==> src/rtl/outport_uart_tx.sv <==
`default_nettype none
// ============================================================================
// Module      : outport_uart_tx
// Description : Captures CPU OutPort writes into a FIFO and sends each word as
//               four UART bytes, LSB first. Define OUTPORT_TX_PARITY_EN to add
//               an even-parity bit to every frame.
// Revision    : 1.0 - initial release
// ============================================================================
module outport_uart_tx #(
    parameter int CLK_DIV    = 434,
    parameter int FIFO_DEPTH = 4
) (
    input  logic        clk,
    input  logic        clr,
    input  logic        OutPortIn,
    input  logic [31:0] BusMuxOut,
    input  logic        ovf_clr,
    output logic        tx,
    output logic        busy,
    output logic        full,
    output logic        overflow
);

    localparam int c_BAUD_W = $clog2(CLK_DIV);
    localparam int c_PTR_W  = $clog2(FIFO_DEPTH);
    localparam int c_CNT_W  = c_PTR_W + 1;

    localparam logic [c_BAUD_W-1:0] c_BAUD_MAX = c_BAUD_W'(CLK_DIV - 1);
    localparam logic [c_CNT_W-1:0]  c_CNT_FULL = c_CNT_W'(FIFO_DEPTH);

    localparam logic [2:0] S_IDLE   = 3'd0;
    localparam logic [2:0] S_START  = 3'd1;
    localparam logic [2:0] S_DATA   = 3'd2;
    localparam logic [2:0] S_STOP   = 3'd3;
`ifdef OUTPORT_TX_PARITY_EN
    localparam logic [2:0] S_PARITY = 3'd4;
`endif

    logic [2:0]          r_state;
    logic [2:0]          w_next_state;

    logic [31:0]         r_mem [FIFO_DEPTH];
    logic [c_PTR_W-1:0]  r_wr_ptr;
    logic [c_PTR_W-1:0]  r_rd_ptr;
    logic [c_CNT_W-1:0]  r_count;

    logic [c_BAUD_W-1:0] r_baud;
    logic [2:0]          r_bit_idx;
    logic [1:0]          r_byte_idx;
    logic [31:0]         r_shift;
    logic                r_overflow;

    logic                w_bit_end;
    logic                w_not_empty;
    logic                w_last_stop;
    logic                w_pop;
    logic                w_push;
    logic                w_drop;

    assign w_bit_end   = (r_baud == c_BAUD_MAX);
    assign w_not_empty = (r_count != '0);
    assign w_last_stop = (r_state == S_STOP) && w_bit_end && (r_byte_idx == 2'd3);
    assign w_pop       = w_not_empty && ((r_state == S_IDLE) || w_last_stop);
    // A write into a full FIFO survives only if a slot frees on the same edge.
    assign w_push      = OutPortIn && (!full || w_pop);
    assign w_drop      = OutPortIn && full && !w_pop;

    assign full     = (r_count == c_CNT_FULL);
    assign busy     = (r_state != S_IDLE) || w_not_empty;
    assign overflow = r_overflow;

    // ------------------------------------------------------------------------
    // FIFO
    // ------------------------------------------------------------------------
    always_ff @(posedge clk) begin
        if (w_push) begin
            r_mem[r_wr_ptr] <= BusMuxOut;
        end
    end

    always_ff @(posedge clk or negedge clr) begin
        if (!clr) begin
            r_wr_ptr <= '0;
            r_rd_ptr <= '0;
            r_count  <= '0;
        end else begin
            if (w_push) begin
                r_wr_ptr <= r_wr_ptr + c_PTR_W'(1);
            end
            if (w_pop) begin
                r_rd_ptr <= r_rd_ptr + c_PTR_W'(1);
            end
            case ({w_push, w_pop})
                2'b10:   r_count <= r_count + c_CNT_W'(1);
                2'b01:   r_count <= r_count - c_CNT_W'(1);
                default: r_count <= r_count;
            endcase
        end
    end

    always_ff @(posedge clk or negedge clr) begin
        if (!clr) begin
            r_overflow <= 1'b0;
        end else if (w_drop) begin
            r_overflow <= 1'b1;
        end else if (ovf_clr) begin
            r_overflow <= 1'b0;
        end
    end

    // ------------------------------------------------------------------------
    // Serialiser FSM
    // ------------------------------------------------------------------------
    always_ff @(posedge clk or negedge clr) begin
        if (!clr) begin
            r_state <= S_IDLE;
        end else begin
            r_state <= w_next_state;
        end
    end

    always_comb begin
        w_next_state = r_state;
        case (r_state)
            S_IDLE: begin
                if (w_pop) begin
                    w_next_state = S_START;
                end
            end
            S_START: begin
                if (w_bit_end) begin
                    w_next_state = S_DATA;
                end
            end
            S_DATA: begin
                if (w_bit_end && (r_bit_idx == 3'd7)) begin
`ifdef OUTPORT_TX_PARITY_EN
                    w_next_state = S_PARITY;
`else
                    w_next_state = S_STOP;
`endif
                end
            end
`ifdef OUTPORT_TX_PARITY_EN
            S_PARITY: begin
                if (w_bit_end) begin
                    w_next_state = S_STOP;
                end
            end
`endif
            S_STOP: begin
                if (w_bit_end) begin
                    if ((r_byte_idx != 2'd3) || w_pop) begin
                        w_next_state = S_START;
                    end else begin
                        w_next_state = S_IDLE;
                    end
                end
            end
            default: w_next_state = S_IDLE;
        endcase
    end

    always_comb begin
        tx = 1'b1;
        case (r_state)
            S_START:  tx = 1'b0;
            S_DATA:   tx = r_shift[r_bit_idx];
`ifdef OUTPORT_TX_PARITY_EN
            S_PARITY: tx = ^r_shift[7:0];
`endif
            default:  tx = 1'b1;
        endcase
    end

    // Baud timing, bit/byte position and the outgoing word.
    always_ff @(posedge clk or negedge clr) begin
        if (!clr) begin
            r_baud     <= '0;
            r_bit_idx  <= '0;
            r_byte_idx <= '0;
            r_shift    <= '0;
        end else begin
            if (w_pop) begin
                r_baud     <= '0;
                r_byte_idx <= '0;
                r_shift    <= r_mem[r_rd_ptr];
            end else if (r_state == S_IDLE) begin
                r_baud <= '0;
            end else if (w_bit_end) begin
                r_baud <= '0;
                if ((r_state == S_STOP) && (r_byte_idx != 2'd3)) begin
                    r_byte_idx <= r_byte_idx + 2'd1;
                    r_shift    <= {8'h00, r_shift[31:8]};
                end
            end else begin
                r_baud <= r_baud + c_BAUD_W'(1);
            end
            // Eight data bits per frame, so the index wraps back to 0 on exit.
            if ((r_state == S_DATA) && w_bit_end) begin
                r_bit_idx <= r_bit_idx + 3'd1;
            end
        end
    end

endmodule
`default_nettype wire

==> config.mk <==
export PLATFORM = sky130hd
export DESIGN_NAME = outport_uart_tx
export DESIGN_NICKNAME = d
export VERILOG_FILES = /design/src/rtl/outport_uart_tx.sv
export SDC_FILE = /design/constraint.sdc
export NUM_CORES = 1
export LEC_CHECK = 0
export BUFFER_PORTS_ARGS = -buffer_cell sky130_fd_sc_hd__buf_2
export CAP_MARGIN = 20
export CORE_AREA = 2 2 129 131
export CTS_CLUSTER_DIAMETER = 100
export DETAILED_ROUTE_END_ITERATION = 7
export DIE_AREA = 0 0 131 133
export PLACE_DENSITY = 0.75
export SYNTH_ARGS = -nofsm -noshare
export SYNTH_HDL_FRONTEND = slang
export SYNTH_SLANG_ARGS = --single-unit
==> constraint.sdc <==
create_clock -name clk -period 2.68 [get_ports clk]
set_input_delay 0.402 -clock clk [delete_from_list [all_inputs] [get_ports clk]]
set_output_delay 0.402 -clock clk [all_outputs]
set_load 0.02 [all_outputs]
==> flow_summary.yaml <==
run_status:
  outcome: "finished, final reports clean"
yosys:
  yosysTopAreaCell: "edfxtp_1"
  syn-instance-count: 419
  yosysSeqAreaShare: 0.6689
  syn_area_um2: 7841
  synth_top_area_frac: 0.4902
  ys_seq_elements: 184
  syn_nets: 469
  dominantRegCellSynth: "edfxtp_1"
  synth_edf_count: 128
  syn_avg_cell_area_um2: 18.71
  netlist_top_cells_area: "edfxtp_1 49%, dfrtp_1 18%, mux4_2 8.0%"
  yosysWarnings: 0
  async_flop_share: 0.3043
  ys_types: 55
clock_network:
  post_cts_buffers: 0
  path_clk_slew_ns: 0.07
  cts.sinks: 184
  cts_resized: 0
  clk_latency_ns: 0.43
  clockRootBuffer: "clkbuf_16"
  h-tree-depth: 4
  cts_tree: "built"
  holdBufCountCts: 0
  cts_buffer_depth: 2
  cts_buffers: 17
grt:
  grt_pass1_vias: 4252
  antenna_found_initial: 0
  grt_max_degree: 36
  overflow: 0
  grt_pass1_wl_mm: 22.47
  grt_use_total: 0.1728
power_and_ir_drop:
  ir_worst_vdd_uv: 689.4
  p_per_area_nw_per_um2: 1116
  leakage_nw: 3.337
  p_total_mw: 9.934
sta:
  min_period_over_period: 0.9261
  relSlewSlack: 0.4071
  finalMaxSlewViolations: 0
  rsz0062_at_grt: "no"
  finalCriticalPeriod_ns: 2.482
  tightest_slew_ns: 0.8854
  setup_violations: 0
  finClkSkew_ns: 0.009388
  holdWs_ns: 0.02783
  finalHoldViolCount: 0
  fmax_mhz: 402.9
detailed_routing:
  vias: 3887
  totalWireLength_mm: 13.63
  drt_iter0_drc: 273
  ant_nets: 0
  firstDrtPassIters: 4
  wl_per_cell_um: 19.27
  avgViaCountPerCell: 5.498
  drc_errors: 0
final_layout:
  drive_gt1_frac: 0.3450
  nets: 524
  fill_cells: 1253
  final_common_cell: "edfxtp_1"
  area_growth_pct: 13.52
  final_cell_mix: "128 x edfxtp_1, 55 x dfrtp_1, 39 x buf_2"
  diodes: 0
  fin_area_um2: 8901
floorplan:
  core-area_um2: 16170
  top_level_ports: 40
  dieHeight_um: 133
  die-area_um2: 17420
  rows: 47
  die_x_um: 131
  start_util: 0.4849
min_path:
  hold_path.class: "in2async"
run:
  drv_cap: 0
critical_path:
  critical_path_class: "reg2reg"
  crit_path_end_kind: "register"
  crit_arrival_ns: 2.83
  cp_max_fo: 9
  worstPathRequired_ns: 3.02
  start_kind: "register"
place:
  globalplace.congestion: 0.7997
  portBuffers: 39
  hpwl_mm: 8.670
  dpl_cell_area_um2: 8349
-- cell type report --
class | instances | area (um^2) | area share
timing repair buffer | 54 | 382.9 | 0.04301
clock inverter | 13 | 118.9 | 0.01335
sequential | 184 | 5246 | 0.5894
inverter | 13 | 48.80 | 0.005482
multi-input combinational | 204 | 2396 | 0.2692
tap | 220 | 275.3 | 0.03092
clock buffer | 19 | 432.9 | 0.04864
-- worst max-delay path: stages, from the launching register on --
cell and delay [ns]:
dfrtp_1 0.43, ha_2 0.33, nand2_2 0.11, o41ai_4 0.33
nand2_1 0.12, fa_2 0.43, a31oi_1 0.15, o21ai_1 0.09
a221oi_1 0.22, a2bb2oi_1 0.20
-- cells in the mapped netlist, types with 3 or more instances --
| library cell | instances |
|---|---|
| inv_1 | 13 |
| edfxtp_1 | 128 |
| and2_1 | 4 |
| buf_2 | 3 |
| a22o_1 | 8 |
| nor3_1 | 4 |
| nand3_1 | 4 |
| o21ai_0 | 5 |
| mux2_2 | 25 |
| clkbuf_1 | 4 |
| a31oi_1 | 4 |
| mux4_2 | 28 |
| xnor2_1 | 8 |
| ha_1 | 13 |
| mux2_4 | 20 |
| buf_6 | 5 |
| clkbuf_8 | 4 |
| dfrtp_1 | 56 |
| mux2_1 | 7 |
| mux4_1 | 6 |
| a21oi_1 | 3 |
| xor2_1 | 3 |
| nor2_1 | 14 |
| nand2_1 | 9 |
-- cell families (layout without fill, tap and decap cells) --
family / after synthesis / count (layout) / share of synthesized area
buf+inv: 31 / 99 / 0.02712
flops: 184 / 184 / 0.6689
simple gates: 50 / 50 / 0.03893
compound gates: 41 / 41 / 0.04213
xor+xnor: 11 / 11 / 0.01229
fa+ha+maj: 14 / 14 / 0.02330
mux: 88 / 88 / 0.1873
-- report_power, final --
group          switching (mW)  internal, mW  total, mW  leakage [nW]
clock network            1.06          1.29       2.35         0.265
registers               0.416          3.85       4.27          1.87
logic                    1.53          1.78       3.31          1.21
total                    3.01          6.92       9.93          3.34
-- path summary, 6_finish.rpt --
kind | start | depth (start not counted) | slack, ns | end
worst min-delay path | clr | 1 | 0.03 | r_baud[4]$_DFF_PN0_
max in group asynchronous | clr | 2 | 1.95 | r_shift[18]$_DFFE_PN0P_
min in group clk | BusMuxOut[18] | 1 | 0.19 | r_mem[3][18]$_DFFE_PP_
worst max-delay path | r_state[0]$_DFFE_PN0P_ | 9 | 0.20 | r_count[1]$_DFFE_PN0P_
worst min register to register | overflow$_DFFE_PN0P_ | 2 | 0.48 | overflow$_DFFE_PN0P_
worst max register to register | r_state[0]$_DFFE_PN0P_ | 9 | 0.20 | r_count[1]$_DFFE_PN0P_
-- metrics by stage --
stage	setup WS [ns]	util	TNS, ns	std cells
after detailed placement	0.2672	0.5163	0	675
after global routing	0.01986	0.5504	0	707
after floorplan	-0.09003	-	-0.09003	419
after CTS	0.2491	0.5504	0	707
after global placement	0.3493	0.5163	0	675
final	0.1981	0.5504	0	707
-- flip-flops by register name (all words and copies together) (netlist names) --
signal / flops
r_mem: 128
r_bit_idx: 3
r_state: 2
r_count: 3
r_byte_idx: 2
r_wr_ptr: 2
r_shift: 32
overflow: 1
r_baud: 9
r_rd_ptr: 2
-- per-layer routing --
layer	routed length, um	track usage	vias up	part of all wire
met3	594	0.05580	8	0.044
met1	5677	0.2182	2016	0.42
met5	0	0	-	0
met2	7242	0.2887	90	0.53
met4	111	0.04433	0	0.0081
li1	-	-	1773	-
Power figures use the tool's default switching activity.
